File: src/rtl/nibble_pkg.sv
// Shared constants and types for the time-shared nibble adder sequencer.
package nibble_pkg;

  localparam int unsigned LANES      = 4;
  localparam int unsigned LANE_W     = 4;
  localparam int unsigned WORD_W     = LANES * LANE_W;
  localparam int unsigned LANE_IDX_W = $clog2(LANES);

  localparam logic OP_PADDSB = 1'b0;
  localparam logic OP_ADD16  = 1'b1;

  typedef enum logic [1:0] {
    StIdle,
    StCalc,
    StDone
  } state_e;

  localparam logic [LANE_W-1:0] NIB_POS_SAT  = 4'h7;
  localparam logic [LANE_W-1:0] NIB_NEG_SAT  = 4'h8;
  localparam logic [WORD_W-1:0] WORD_POS_SAT = 16'h7FFF;
  localparam logic [WORD_W-1:0] WORD_NEG_SAT = 16'h8000;

  localparam logic [LANE_IDX_W-1:0] LAST_LANE = LANE_IDX_W'(LANES - 1);

endpackage

File: src/rtl/nibble_add_sat.sv
// Combinational 4-bit signed adder with carry in/out, signed overflow and
// optional per-nibble saturation.
module nibble_add_sat
  import nibble_pkg::*;
(
  input  logic [LANE_W-1:0] a,
  input  logic [LANE_W-1:0] b,
  input  logic              cin,
  input  logic              sat,
  output logic [LANE_W-1:0] sum,
  output logic              cout,
  output logic              ovfl
);

  logic [LANE_W:0]   raw;
  logic [LANE_W-1:0] low;

  always_comb begin
    raw  = {1'b0, a} + {1'b0, b} + {{LANE_W{1'b0}}, cin};
    // Sum of the bits below the MSB; its top bit is the carry into the MSB.
    low  = {1'b0, a[LANE_W-2:0]} + {1'b0, b[LANE_W-2:0]} + {{(LANE_W-1){1'b0}}, cin};
    cout = raw[LANE_W];
    ovfl = low[LANE_W-1] ^ raw[LANE_W];
    sum  = raw[LANE_W-1:0];
    if (sat && ovfl) begin
      sum = a[LANE_W-1] ? NIB_NEG_SAT : NIB_POS_SAT;
    end
  end

endmodule

File: src/rtl/nibble_add_sched.sv
// Sequencer sharing one nibble adder across four lanes (PADDSB or ADD16).
// Saturation is enabled by defining NIBBLE_SAT_EN; otherwise results wrap.
module nibble_add_sched
  import nibble_pkg::*;
(
  input  logic              clk,
  input  logic              rst,
  input  logic              start,
  input  logic              op,
  input  logic [WORD_W-1:0] a,
  input  logic [WORD_W-1:0] b,
  output logic              ready,
  output logic              done,
  output logic [WORD_W-1:0] sum,
  output logic [LANES-1:0]  lane_ovfl,
  output logic              ovfl
);

  state_e                  state_q;
  logic                    op_q;
  logic [WORD_W-1:0]       a_q;
  logic [WORD_W-1:0]       b_q;
  logic [LANE_IDX_W-1:0]   lane_q;
  logic                    carry_q;
  logic [WORD_W-1:0]       work_q;
  logic [LANES-1:0]        flags_q;

  logic [LANE_W-1:0] nib_a;
  logic [LANE_W-1:0] nib_b;
  logic [LANE_W-1:0] nib_sum;
  logic              nib_cin;
  logic              nib_sat;
  logic              nib_cout;
  logic              nib_ovfl;
  logic              lane_flag;
  logic [WORD_W-1:0] word_res;

  always_comb begin
    nib_a   = a_q[lane_q * LANE_W +: LANE_W];
    nib_b   = b_q[lane_q * LANE_W +: LANE_W];
    nib_cin = (op_q == OP_ADD16) ? carry_q : 1'b0;
`ifdef NIBBLE_SAT_EN
    nib_sat = (op_q == OP_PADDSB);
`else
    nib_sat = 1'b0;
`endif
    // In ADD16 only the top lane carries a meaningful signed overflow.
    lane_flag = (op_q == OP_ADD16 && lane_q != LAST_LANE) ? 1'b0 : nib_ovfl;
  end

  always_comb begin
    word_res = work_q;
`ifdef NIBBLE_SAT_EN
    if (op_q == OP_ADD16 && flags_q[LANES-1]) begin
      word_res = a_q[WORD_W-1] ? WORD_NEG_SAT : WORD_POS_SAT;
    end
`endif
  end

  nibble_add_sat u_add (
    .a    (nib_a),
    .b    (nib_b),
    .cin  (nib_cin),
    .sat  (nib_sat),
    .sum  (nib_sum),
    .cout (nib_cout),
    .ovfl (nib_ovfl)
  );

  always_ff @(posedge clk or posedge rst) begin
    if (rst) begin
      state_q   <= StIdle;
      op_q      <= OP_PADDSB;
      a_q       <= '0;
      b_q       <= '0;
      lane_q    <= '0;
      carry_q   <= 1'b0;
      work_q    <= '0;
      flags_q   <= '0;
      ready     <= 1'b1;
      done      <= 1'b0;
      sum       <= '0;
      lane_ovfl <= '0;
      ovfl      <= 1'b0;
    end else begin
      done <= 1'b0;
      unique case (state_q)
        StIdle: begin
          if (start) begin
            op_q    <= op;
            a_q     <= a;
            b_q     <= b;
            lane_q  <= '0;
            carry_q <= 1'b0;
            ready   <= 1'b0;
            state_q <= StCalc;
          end
        end
        StCalc: begin
          work_q[lane_q * LANE_W +: LANE_W] <= nib_sum;
          flags_q[lane_q]                   <= lane_flag;
          carry_q                           <= nib_cout;
          lane_q                            <= lane_q + 1'b1;
          if (lane_q == LAST_LANE) begin
            state_q <= StDone;
          end
        end
        StDone: begin
          sum       <= word_res;
          lane_ovfl <= flags_q;
          ovfl      <= |flags_q;
          done      <= 1'b1;
          ready     <= 1'b1;
          state_q   <= StIdle;
        end
        default: begin
          ready   <= 1'b1;
          state_q <= StIdle;
        end
      endcase
    end
  end

endmodule

File: config.mk
export PLATFORM = sky130hd
export DESIGN_NAME = nibble_add_sched
export DESIGN_NICKNAME = d
export VERILOG_FILES = /design/src/rtl/nibble_pkg.sv /design/src/rtl/nibble_add_sat.sv /design/src/rtl/nibble_add_sched.sv
export SDC_FILE = /design/constraint.sdc
export NUM_CORES = 1
export LEC_CHECK = 0
export ABC_CLOCK_PERIOD_IN_PS = 3100
export BUFFER_PORTS_ARGS = -buffer_cell sky130_fd_sc_hd__clkbuf_2
export CAP_MARGIN = 0
export CELL_PAD_IN_SITES_DETAIL_PLACEMENT = 0
export CELL_PAD_IN_SITES_GLOBAL_PLACEMENT = 2
export CORE_UTILIZATION = 35
export CTS_CLUSTER_DIAMETER = 40
export DETAILED_ROUTE_END_ITERATION = 10
export PLACE_DENSITY = 0.73
export SYNTH_ARGS = -nofsm -noshare
export SYNTH_HDL_FRONTEND = slang
export SYNTH_SLANG_ARGS = --single-unit
export TNS_END_PERCENT = 1
File: constraint.sdc
create_clock -name clk -period 3.1 [get_ports clk]
set_clock_uncertainty 0.1 [all_clocks]
set_input_delay 0.155 -clock clk [delete_from_list [all_inputs] [get_ports clk]]
set_output_delay 0.155 -clock clk [all_outputs]
set_load 0.01 [all_outputs]
==> flow_results.xml, run 1 <==
<?xml version="1.0" encoding="UTF-8"?>
<metrics>
  <group name="critical_path">
    <metric name="critPathKind" unit="">reg -&gt; reg</metric>
    <metric name="timing.critical_path.cells" unit="">mux4_2, inv_1, fa_1, inv_1, fa_1, a21o_1, a21oi_1, xor2_1, o31ai_1</metric>
    <metric name="path_max_fanout" unit="">7</metric>
    <metric name="end_kind" unit="">flop</metric>
    <metric name="startpoint_type" unit="">flop</metric>
    <metric name="cp_slowest_stage_delay" unit="ps">540</metric>
    <metric name="worst_path_max_delay_cell" unit="">sky130_fd_sc_hd__mux4_2</metric>
    <metric name="timing.reg2reg.worst_path_depth" unit="">9</metric>
    <metric name="worst-endpoint-required" unit="ps">3220</metric>
    <metric name="worst-endpoint-arrival" unit="ps">3030</metric>
  </group>
  <group name="die">
    <metric name="design.die.area" unit="mm²">0.0105</metric>
    <metric name="fp-row-count" unit="">36</metric>
    <metric name="floorplan.die.width" unit="µm">102</metric>
    <metric name="initial_cell_density_of_the_core" unit="">0.361</metric>
    <metric name="core_region_area" unit="mm²">0.00977</metric>
    <metric name="die_y" unit="µm">102</metric>
    <metric name="io-pin-count" unit="">59</metric>
  </group>
  <group name="yosys">
    <metric name="synthMuxAreaShare" unit="">0.223</metric>
    <metric name="synth-seq-cells" unit="">81</metric>
    <metric name="post_synth_edffs" unit="">0</metric>
    <metric name="synth_top_cell_by_area" unit="">sky130_fd_sc_hd__dfrtp_1</metric>
    <metric name="yosys.cell_count.top_type" unit="">sky130_fd_sc_hd__dfrtp_1</metric>
    <metric name="synthFlopType" unit="">sky130_fd_sc_hd__dfrtp_1</metric>
    <metric name="synth_cells" unit="">248</metric>
    <metric name="seq_area_frac_synth" unit="">0.575</metric>
    <metric name="async_flop_share" unit="">1.00</metric>
    <metric name="post_synth_fa_ha_maj_area_fraction" unit="">0.0504</metric>
    <metric name="synth_compound_gate_area_share" unit="">0.0592</metric>
    <metric name="synth_area_in_xor_xnor" unit="">0.00745</metric>
    <metric name="synth_top_family_by_area" unit="">multiplexers</metric>
    <metric name="yosys.cell_types.count" unit="">32</metric>
    <metric name="post_synth_and_or_nand_nor_area_fraction" unit="">0.0592</metric>
    <metric name="synthesis.area_per_instance" unit="µm²">14.2</metric>
    <metric name="synth_top_area_share" unit="">0.568</metric>
    <metric name="syn_area" unit="mm²">0.00353</metric>
    <metric name="synthTopCellsByCount" unit="">80 x sky130_fd_sc_hd__dfrtp_1, 51 x sky130_fd_sc_hd__mux2_2, 22 x sky130_fd_sc_hd__nand2_1</metric>
    <metric name="synth.net_count" unit="">297</metric>
    <metric name="yosys_warnings" unit="">0</metric>
    <metric name="ys_top_cells_by_area" unit="">sky130_fd_sc_hd__dfrtp_1 57%, sky130_fd_sc_hd__mux2_2 16%, sky130_fd_sc_hd__mux4_2 5.1%</metric>
  </group>
  <group name="layout">
    <metric name="area_delta_synth_final" unit="%">30.1</metric>
    <metric name="finished_layout_cells" unit="">487</metric>
    <metric name="num_antenna_cells" unit="">0</metric>
    <metric name="final_layout_size_suffix_gt1_frac" unit="">0.418</metric>
    <metric name="total_non_filler_cell_area_in_the_finished_layout" unit="mm²">0.00459</metric>
    <metric name="nets" unit="">399</metric>
  </group>
  <group name="global_route">
    <metric name="grt-ovfl-total" unit="">0</metric>
    <metric name="groute.usage.overall" unit="">0.148</metric>
    <metric name="antenna_found_initial" unit="">0</metric>
    <metric name="first_pass_grt_wire_length" unit="µm">11400</metric>
    <metric name="grt_start_max_net_pins" unit="">35</metric>
    <metric name="grt_pass1_vias" unit="">2283</metric>
  </group>
  <group name="routing">
    <metric name="vias" unit="">2250</metric>
    <metric name="detail_route.wirelength" unit="µm">6810</metric>
    <metric name="drt_pre_antenna_iters" unit="">4</metric>
    <metric name="drc" unit="">0</metric>
    <metric name="ant_nets" unit="">0</metric>
    <metric name="post_drt_via_cell_ratio" unit="">4.62</metric>
    <metric name="route.detailed.wl_per_inst" unit="µm">14.0</metric>
    <metric name="dr.first_iter.drc_count" unit="">29</metric>
  </group>
  <group name="hold_path">
    <metric name="worst_hold_path_type" unit="">in -&gt; async</metric>
  </group>
  <group name="timing">
    <metric name="slew_viol_final" unit="">0</metric>
    <metric name="hold_violations" unit="">0</metric>
    <metric name="fmaxAchievable" unit="GHz">0.343</metric>
    <metric name="tns" unit="ps">0</metric>
    <metric name="timing.slew.headroom" unit="">0.539</metric>
    <metric name="minimum_clock_period_after_layout" unit="ps">2910</metric>
    <metric name="max_slew.worst_pin.slew" unit="ps">690</metric>
    <metric name="finalCritPeriodShare" unit="">0.939</metric>
    <metric name="unrepaired_setup_endpoints_after_global_routing" unit="">false</metric>
    <metric name="finalSetupViolCount" unit="">0</metric>
  </group>
  <group name="clocking">
    <metric name="cts.sinks" unit="">81</metric>
    <metric name="cts-htree-levels" unit="">3</metric>
    <metric name="ctsResizeCount" unit="">0</metric>
    <metric name="ctsRootBufferMaster" unit="">sky130_fd_sc_hd__clkbuf_8</metric>
    <metric name="clock_tree_from_tritoncts" unit="">yes</metric>
    <metric name="hold_fix_buffer_count_after_cts" unit="">35</metric>
    <metric name="cts_made_buffers" unit="">9</metric>
    <metric name="clk_latency" unit="ps">350</metric>
    <metric name="number_of_buffers_inserted_by_post_cts_setup_repair" unit="">0</metric>
    <metric name="clk_transition_reported_paths" unit="ps">80</metric>
    <metric name="clk_path_buf_depth" unit="">2</metric>
  </group>
  <group name="power_and_ir_drop">
    <metric name="power-per-cell-area" unit="mW/mm²">1080</metric>
    <metric name="power_leakage" unit="µW">0.00215</metric>
    <metric name="power.ir.vdd_worst" unit="mV">0.598</metric>
  </group>
  <group name="placed_design">
    <metric name="gp_congestion" unit="">0.719</metric>
    <metric name="io_buffers" unit="">58</metric>
    <metric name="hpwl" unit="µm">4910</metric>
    <metric name="dpl_cell_area" unit="mm²">0.00398</metric>
    <metric name="placedCellCount" unit="">437</metric>
  </group>
  <group name="outcome">
    <metric name="run_status" unit="">finished clean</metric>
  </group>
  <group name="flow_run">
    <metric name="max_cap_violations" unit="">0</metric>
  </group>
</metrics>
==> path summary, 6_finish.rpt <==
| kind | from | end | slack, ps |
|---|---|---|---|
| worst max register to register | lane_q[0] | flags_q[0] | 190 |
| min in group clk | word_res[14] | word_res[14] | 380 |
| max in group asynchronous | rst | word_res[10] | 1750 |
| worst min-delay path | rst | a_q[11] | 340 |
| worst min register to register | word_res[14] | word_res[14] | 380 |
| worst max-delay path | lane_q[0] | flags_q[0] | 190 |
==> cells by family after synthesis <==
family,Yosys count
compound gates,29
xor+xnor,3
fa+ha+maj,13
buf+inv,18
flops,81
mux,62
simple gates,42
==> cell usage in the layout (no fill, tap or decap), types with 3 or more instances in the layout <==
cell type,netlist,layout
sky130_fd_sc_hd__a22o_1,9,9
sky130_fd_sc_hd__mux4_2,8,8
sky130_fd_sc_hd__bufinv_16,0,4
sky130_fd_sc_hd__clkbuf_2,0,58
sky130_fd_sc_hd__dlygate4sd3_1,0,35
sky130_fd_sc_hd__dfrtp_1,80,80
sky130_fd_sc_hd__inv_1,8,7
sky130_fd_sc_hd__nand2_1,22,22
sky130_fd_sc_hd__mux2_2,51,51
sky130_fd_sc_hd__ha_1,11,11
sky130_fd_sc_hd__o21ai_0,5,5
sky130_fd_sc_hd__clkbuf_8,0,9
sky130_fd_sc_hd__nor2_1,8,8
sky130_fd_sc_hd__nor2b_1,4,3
sky130_fd_sc_hd__buf_4,5,7
sky130_fd_sc_hd__o31ai_1,7,7
sky130_fd_sc_hd__a21oi_1,4,4
==> registers in the layout (all words and copies together), names as in the netlist <==
signal and flops:
state_q 2, done 1, b_q 16, word_res 16
lane_q 2, lane_ovfl 4, ready 1, op_q 1
ovfl 1, carry_q 1, a_q 16, flags_q 4
sum 16
==> per-layer routing <==
metal	wire, µm	global-route usage	up-vias
li1	-	-	1085
met1	3050	0.189	1105
met2	3390	0.239	48
met3	212	0.0287	12
met4	155	0.0758	0
met5	0	0	-
==> area by class of cell <==
| type | instances | area (µm²) |
|---|---|---|
| repair buffers | 100 | 693 |
| clock inverters | 5 | 129 |
| well taps | 133 | 166 |
| fillers | 943 | 5180 |
| clock buffers | 10 | 128 |
| multi-input cells | 149 | 1410 |
| flip-flops and latches | 81 | 2030 |
| inverters | 9 | 33.8 |
==> stage by stage <==
stage / worst slack (ps) / total power [µW] / utilization / hold WS, ps
finish: 189 / 4970 / 0.470 / 339
global route: 22.5 / 5380 / 0.470 / 385
global placement: 237 / 3990 / 0.407 / 186
floorplan: 362 / 3300 / - / 190
detailed placement: 170 / 4030 / 0.407 / 187
CTS: 160 / 5070 / 0.470 / 347
==> worst max-delay path, delay by kind of cell (launching register included) <==
family,cells,cell delay (ps)
adder cells (fa/ha/maj),2,600
multiplexers,1,540
AO/OA/AOI/OAI,3,540
flip-flops,1,500
XOR/XNOR,1,350
buffers and inverters,2,150
==> power breakdown <==
part           total (µW)  internal [µW]  switching, µW
logic                2190           1060           1130
registers            1790           1500            288
clock network         993            614            379
(Power assumes the default switching activity.)
==> run 2: changes to the inputs <==
--- a/config.mk
+++ b/config.mk
@@ -14,6 +14,7 @@
 export CTS_CLUSTER_DIAMETER = 40
 export DETAILED_ROUTE_END_ITERATION = 10
 export PLACE_DENSITY = 0.73
+export RECOVER_POWER = 100
 export SYNTH_ARGS = -nofsm -noshare
 export SYNTH_HDL_FRONTEND = slang
 export SYNTH_SLANG_ARGS = --single-unit
==> run 2 against run 1 <==
Effect of this change:
- the run now ends with capacitance limit, slew limit left
- first-iteration DRC count is 48% lower
- critical path depth did not move
- flip-flop and latch count unchanged
- hold slack gained 41 ps
- critical path type unchanged
==> flow_results.xml, run 2 (same netlist as run 1, synthesis figures left out) <==
<?xml version="1.0" encoding="UTF-8"?>
<metrics>
  <group name="routing">
    <metric name="dr.first_iter.drc_count" unit="">15</metric>
    <metric name="vias" unit="">2254</metric>
    <metric name="post_drt_via_cell_ratio" unit="">4.63</metric>
    <metric name="ant_nets" unit="">0</metric>
    <metric name="drc" unit="">0</metric>
    <metric name="detail_route.wirelength" unit="µm">6840</metric>
    <metric name="drt_pre_antenna_iters" unit="">4</metric>
    <metric name="route.detailed.wl_per_inst" unit="µm">14.0</metric>
  </group>
  <group name="placed_design">
    <metric name="placedCellCount" unit="">437</metric>
    <metric name="io_buffers" unit="">58</metric>
    <metric name="hpwl" unit="µm">4910</metric>
    <metric name="gp_congestion" unit="">0.719</metric>
  </group>
  <group name="critical_path">
    <metric name="path_max_fanout" unit="">7</metric>
    <metric name="critPathKind" unit="">reg -&gt; reg</metric>
    <metric name="timing.reg2reg.worst_path_depth" unit="">9</metric>
    <metric name="worst-r2r-setup-slack" unit="ps">200</metric>
    <metric name="timing.rr.start" unit="">lane_q[0]</metric>
    <metric name="worst-endpoint-required" unit="ps">3230</metric>
    <metric name="end_kind" unit="">flop</metric>
    <metric name="crit-reg2reg-capture" unit="">flags_q[0]</metric>
    <metric name="worst-endpoint-arrival" unit="ps">3030</metric>
    <metric name="startpoint_type" unit="">flop</metric>
  </group>
  <group name="die">
    <metric name="floorplan.die.width" unit="µm">102</metric>
    <metric name="die_y" unit="µm">102</metric>
    <metric name="core_region_area" unit="mm²">0.00977</metric>
    <metric name="io-pin-count" unit="">59</metric>
    <metric name="fp-row-count" unit="">36</metric>
    <metric name="initial_cell_density_of_the_core" unit="">0.361</metric>
    <metric name="design.die.area" unit="mm²">0.0105</metric>
  </group>
  <group name="global_route">
    <metric name="groute.usage.overall" unit="">0.148</metric>
    <metric name="antenna_found_initial" unit="">0</metric>
    <metric name="grt_start_max_net_pins" unit="">35</metric>
    <metric name="grt_pass1_vias" unit="">2283</metric>
    <metric name="first_pass_grt_wire_length" unit="µm">11400</metric>
    <metric name="grt-ovfl-total" unit="">0</metric>
  </group>
  <group name="clocking">
    <metric name="cts_made_buffers" unit="">9</metric>
    <metric name="ctsRootBufferMaster" unit="">sky130_fd_sc_hd__clkbuf_8</metric>
    <metric name="cts.sinks" unit="">81</metric>
    <metric name="cts-htree-levels" unit="">3</metric>
    <metric name="clk_transition_reported_paths" unit="ps">80</metric>
    <metric name="clk_path_buf_depth" unit="">2</metric>
    <metric name="clk_latency" unit="ps">350</metric>
    <metric name="clock_tree_from_tritoncts" unit="">yes</metric>
  </group>
  <group name="timing">
    <metric name="fmaxAchievable" unit="GHz">0.345</metric>
    <metric name="finalCritPeriodShare" unit="">0.936</metric>
    <metric name="hold_violations" unit="">0</metric>
    <metric name="timing.slew.headroom" unit="">-0.197</metric>
    <metric name="minimum_clock_period_after_layout" unit="ps">2900</metric>
    <metric name="tns" unit="ps">0</metric>
    <metric name="slew_viol_final" unit="">35</metric>
    <metric name="max_slew.worst_pin.slew" unit="ps">1800</metric>
    <metric name="finalSetupViolCount" unit="">0</metric>
    <metric name="unrepaired_setup_endpoints_after_global_routing" unit="">false</metric>
  </group>
  <group name="power_and_ir_drop">
    <metric name="power_leakage" unit="µW">0.00206</metric>
    <metric name="power.ir.vdd_worst" unit="mV">0.538</metric>
    <metric name="power-per-cell-area" unit="mW/mm²">1080</metric>
  </group>
  <group name="hold_path">
    <metric name="hold_path.startpoint" unit="">word_res[14]</metric>
    <metric name="worst_hold_path_type" unit="">reg -&gt; reg</metric>
    <metric name="hold-path-endpoint" unit="">word_res[14]</metric>
    <metric name="whs_path_depth" unit="">2</metric>
  </group>
  <group name="layout">
    <metric name="area_delta_synth_final" unit="%">28.6</metric>
    <metric name="leading_cell_types_in_the_layout_fill_and_taps_excluded" unit="">80 x sky130_fd_sc_hd__dfrtp_1, 51 x sky130_fd_sc_hd__mux2_2, 36 x sky130_fd_sc_hd__clkbuf_2</metric>
    <metric name="nets" unit="">399</metric>
    <metric name="final_layout_size_suffix_gt1_frac" unit="">0.333</metric>
    <metric name="commonest_non_fill_non_tap_cell_in_the_layout" unit="">sky130_fd_sc_hd__dfrtp_1</metric>
    <metric name="finished_layout_cells" unit="">487</metric>
    <metric name="num_antenna_cells" unit="">0</metric>
  </group>
  <group name="outcome">
    <metric name="run_status" unit="">finished with violations</metric>
    <metric name="failed_checks" unit="">capacitance limit, slew limit</metric>
  </group>
  <group name="flow_run">
    <metric name="max_cap_violations" unit="">1</metric>
  </group>
</metrics>
==> run 2: changes by cell type in the layout (fill, tap and decap cells not counted) <==
cell / delta
sky130_fd_sc_hd__nor4_2: -1
sky130_fd_sc_hd__clkbuf_1: +27
sky130_fd_sc_hd__nor4_1: +1
sky130_fd_sc_hd__buf_4: -5
sky130_fd_sc_hd__inv_1: +2
sky130_fd_sc_hd__inv_2: -2
sky130_fd_sc_hd__clkbuf_2: -22
==> run 2: cell type report <==
cell class | count | area (µm²)
clock buffer | 10 | 128
clock inverter | 5 | 129
fill | 956 | 5240
inverter | 9 | 33.8
multi-input combinational | 149 | 1410
sequential | 81 | 2030
tap | 133 | 166
timing repair buffer | 100 | 647
==> run 2: worst max-delay path, cell delays in order (launching register included) <==
cell	delay [ps]
sky130_fd_sc_hd__dfrtp_1	500
sky130_fd_sc_hd__mux4_2	540
sky130_fd_sc_hd__inv_1	90
sky130_fd_sc_hd__fa_1	210
sky130_fd_sc_hd__inv_1	60
sky130_fd_sc_hd__fa_1	390
sky130_fd_sc_hd__a21o_1	190
sky130_fd_sc_hd__a21oi_1	220
sky130_fd_sc_hd__xor2_1	340
sky130_fd_sc_hd__o31ai_1	130
==> run 2: through the flow <==
stage	area (µm²)	hold WS [ps]	util	total power [µW]	setup WS, ps
2_1_floorplan	3530	190	-	3300	362
3_3_place_gp	3980	186	0.407	3990	237
3_5_place_dp	3980	187	0.407	4030	170
4_1_cts	4590	347	0.470	5070	160
5_1_grt	4540	415	0.464	5310	24.7
6_report	4540	380	0.464	4910	200
==> run 2: where the power goes <==
part / internal [µW] / switching, µW
logic: 995 / 1130
registers: 1500 / 287
clock network: 614 / 382
total: 3110 / 1800
==> run 2: how the worst max path moves through the flow <==
| stage | from | end | slack [ps] | cells past startpoint |
|---|---|---|---|---|
| after global placement | lane_q[0] | flags_q[0] | 240 | 7 |
| final | lane_q[0] | flags_q[0] | 200 | 9 |
| after global routing | lane_q[0] | flags_q[0] | 20 | 9 |
| after floorplan | lane_q[0] | flags_q[0] | 360 | 7 |
| after CTS | lane_q[0] | flags_q[0] | 160 | 9 |
| after detailed placement | lane_q[0] | flags_q[0] | 170 | 9 |
==> run 2: layer usage <==
| metal | GRT usage | up-vias | share of wire |
|---|---|---|---|
| met4 | 0.0758 | 0 | 0.024 |
| met5 | 0 | - | 0 |
| met3 | 0.0287 | 12 | 0.034 |
| met1 | 0.189 | 1110 | 0.45 |
| met2 | 0.239 | 48 | 0.50 |
| li1 | - | 1084 | - |
==> run 2: what timing repair did <==
action / CTS / global route
endpoints found under the hold margin: 65 / 0
hold buffers: 35 / 0
resized for setup: 0 / 0
buffers inserted: 0 / 0
==> run 3: changes to the inputs <==
--- a/config.mk
+++ b/config.mk
@@ -10,6 +10,7 @@
 export CAP_MARGIN = 0
 export CELL_PAD_IN_SITES_DETAIL_PLACEMENT = 0
 export CELL_PAD_IN_SITES_GLOBAL_PLACEMENT = 2
+export CORE_ASPECT_RATIO = 1.5
 export CORE_UTILIZATION = 35
 export CTS_CLUSTER_DIAMETER = 40
 export DETAILED_ROUTE_END_ITERATION = 10
==> run 3 against run 2 <==
Effect of this change:
- the flow finishes with violations (DRC, capacitance limit, slew limit)
- flip-flop and latch count stayed put
- design area is 0.52% higher
- register-to-register slack better by 150 ps
- global-route usage is 0.058 points higher
- clock power is 4% higher
- critical path depth stayed put
- critical path type unchanged
- largest power group unchanged
==> flow_results.xml, run 3 (same netlist as run 1, synthesis figures left out) <==
<?xml version="1.0" encoding="UTF-8"?>
<metrics>
  <group name="outcome">
    <metric name="run_status" unit="">finished with violations</metric>
    <metric name="failed_checks" unit="">DRC, capacitance limit, slew limit</metric>
  </group>
  <group name="timing">
    <metric name="fmaxAchievable" unit="GHz">0.364</metric>
    <metric name="slew_viol_final" unit="">78</metric>
    <metric name="hold_violations" unit="">0</metric>
    <metric name="tns" unit="ps">0</metric>
    <metric name="unrepaired_setup_endpoints_after_global_routing" unit="">false</metric>
    <metric name="finalSetupViolCount" unit="">0</metric>
    <metric name="max_slew.worst_pin.slew" unit="ps">1820</metric>
    <metric name="minimum_clock_period_after_layout" unit="ps">2750</metric>
    <metric name="finalCritPeriodShare" unit="">0.887</metric>
    <metric name="postLayoutSetupSlackWorst" unit="ps">352</metric>
    <metric name="timing.slew.headroom" unit="">-0.217</metric>
  </group>
  <group name="layout">
    <metric name="area_delta_synth_final" unit="%">29.3</metric>
    <metric name="leading_cell_types_in_the_layout_fill_and_taps_excluded" unit="">80 x sky130_fd_sc_hd__dfrtp_1, 51 x sky130_fd_sc_hd__mux2_2, 36 x sky130_fd_sc_hd__clkbuf_2</metric>
    <metric name="total_non_filler_cell_area_in_the_finished_layout" unit="mm²">0.00456</metric>
    <metric name="final_layout_size_suffix_gt1_frac" unit="">0.337</metric>
    <metric name="num_antenna_cells" unit="">0</metric>
    <metric name="commonest_non_fill_non_tap_cell_in_the_layout" unit="">sky130_fd_sc_hd__dfrtp_1</metric>
    <metric name="nets" unit="">400</metric>
  </group>
  <group name="clocking">
    <metric name="cts_made_buffers" unit="">9</metric>
    <metric name="cts-htree-levels" unit="">3</metric>
    <metric name="clock_tree_from_tritoncts" unit="">yes</metric>
    <metric name="ctsRootBufferMaster" unit="">sky130_fd_sc_hd__clkbuf_16</metric>
    <metric name="ctsResizeCount" unit="">0</metric>
    <metric name="clk_path_buf_depth" unit="">2</metric>
    <metric name="cts.sinks" unit="">81</metric>
    <metric name="clk_latency" unit="ps">330</metric>
    <metric name="clk_transition_reported_paths" unit="ps">60</metric>
  </group>
  <group name="critical_path">
    <metric name="worst-endpoint-required" unit="ps">3200</metric>
    <metric name="worst-endpoint-arrival" unit="ps">2850</metric>
    <metric name="end_kind" unit="">flop</metric>
    <metric name="startpoint_type" unit="">flop</metric>
    <metric name="path_max_fanout" unit="">4</metric>
    <metric name="critPathKind" unit="">reg -&gt; reg</metric>
    <metric name="worst-r2r-setup-slack" unit="ps">350</metric>
  </group>
  <group name="die">
    <metric name="floorplan.die.width" unit="µm">84.0</metric>
    <metric name="initial_cell_density_of_the_core" unit="">0.362</metric>
    <metric name="core_region_area" unit="mm²">0.00974</metric>
    <metric name="design.die.area" unit="mm²">0.0105</metric>
    <metric name="die_y" unit="µm">125</metric>
    <metric name="io-pin-count" unit="">59</metric>
    <metric name="fp-row-count" unit="">44</metric>
  </group>
  <group name="placed_design">
    <metric name="pre_cts_slack" unit="ps">349</metric>
    <metric name="hpwl" unit="µm">5160</metric>
    <metric name="io_buffers" unit="">58</metric>
    <metric name="gp_congestion" unit="">0.763</metric>
    <metric name="dpl_cell_area" unit="mm²">0.00397</metric>
  </group>
  <group name="routing">
    <metric name="post_drt_via_cell_ratio" unit="">4.83</metric>
    <metric name="detail_route.wirelength" unit="µm">7040</metric>
    <metric name="drc" unit="">5</metric>
    <metric name="ant_nets" unit="">0</metric>
    <metric name="vias" unit="">2273</metric>
    <metric name="route.detailed.wl_per_inst" unit="µm">15.0</metric>
    <metric name="dr.first_iter.drc_count" unit="">77</metric>
    <metric name="drt_pre_antenna_iters" unit="">7</metric>
  </group>
  <group name="global_route">
    <metric name="grt_pass1_vias" unit="">2411</metric>
    <metric name="antenna_found_initial" unit="">0</metric>
    <metric name="grt-ovfl-total" unit="">0</metric>
    <metric name="groute.usage.overall" unit="">0.148</metric>
    <metric name="grt_start_max_net_pins" unit="">43</metric>
    <metric name="first_pass_grt_wire_length" unit="µm">11800</metric>
  </group>
  <group name="hold_path">
    <metric name="worst_hold_path_type" unit="">reg -&gt; reg</metric>
  </group>
  <group name="power_and_ir_drop">
    <metric name="power.ir.vdd_worst" unit="mV">0.461</metric>
    <metric name="power-per-cell-area" unit="mW/mm²">1090</metric>
    <metric name="p_total" unit="µW">4980</metric>
    <metric name="power_leakage" unit="µW">0.00207</metric>
  </group>
  <group name="flow_run">
    <metric name="max_cap_violations" unit="">2</metric>
  </group>
</metrics>
run 3: changes by cell type in the layout (fill, tap and decap cells not counted), moves of 2 or more:
| cell | delta |
|---|---|
| sky130_fd_sc_hd__clkbuf_16 | +9 |
| sky130_fd_sc_hd__bufinv_16 | -3 |
| sky130_fd_sc_hd__clkbuf_8 | -8 |
| sky130_fd_sc_hd__clkinv_2 | +2 |
| sky130_fd_sc_hd__clkinvlp_4 | +2 |
run 3: path summary, 6_finish.rpt:
check	startpoint	endpoint	cells past startpoint
hold reg to reg	word_res[8]	word_res[8]	2
setup / recovery	lane_q[0]	flags_q[2]	9
min in group asynchronous	rst	sum[1]	3
setup reg to reg	lane_q[0]	flags_q[2]	9
max in group asynchronous	rst	state_q[0]	4
hold / removal	word_res[8]	word_res[8]	2
run 3: layout make-up:
type                       instances  area, µm²
fill                             899       5180
sequential                        81       2030
multi-input combinational        149       1410
timing repair buffer             101        651
clock buffer                      11        243
tap                              115        144
clock inverter                     5       55.1
inverter                           9       35.0
run 3: metrics by stage:
stage,hold slack [ps],util,instances
CTS,365,0.474,471
floorplan,190,-,248
global placement,176,0.407,420
detailed placement,175,0.407,420
finish,373,0.468,471
global route,404,0.468,471
run 3: layer usage:
metal  global-route usage  wire length, µm
met1                0.166             2880
met2                0.264             3800
met3               0.0350              224
met4               0.0700              147
met5                    0                0
run 3: what timing repair did:
item	4_1_cts	5_1_grt
hold buffers	35	0
hold endpoints to repair	74	0
buffers inserted	0	0
run 3: critical path, stage by stage (launching register included):
cell                      delay (ps)
sky130_fd_sc_hd__dfrtp_1         420
sky130_fd_sc_hd__mux4_2          520
sky130_fd_sc_hd__inv_1            90
sky130_fd_sc_hd__fa_1            200
sky130_fd_sc_hd__inv_1            60
sky130_fd_sc_hd__fa_1            390
sky130_fd_sc_hd__a21o_1          200
sky130_fd_sc_hd__a21oi_1         220
sky130_fd_sc_hd__xor2_1          300
sky130_fd_sc_hd__o31ai_1         130
run 3: power breakdown:
part | total (µW) | leakage (µW) | switching [µW] | internal [µW]
sequential | 1790 | 0.00103 | 283 | 1510
combinational | 2150 | 0.000901 | 1150 | 997
clock | 1040 | 0.000142 | 400 | 642
total | 4980 | 0.00207 | 1840 | 3150
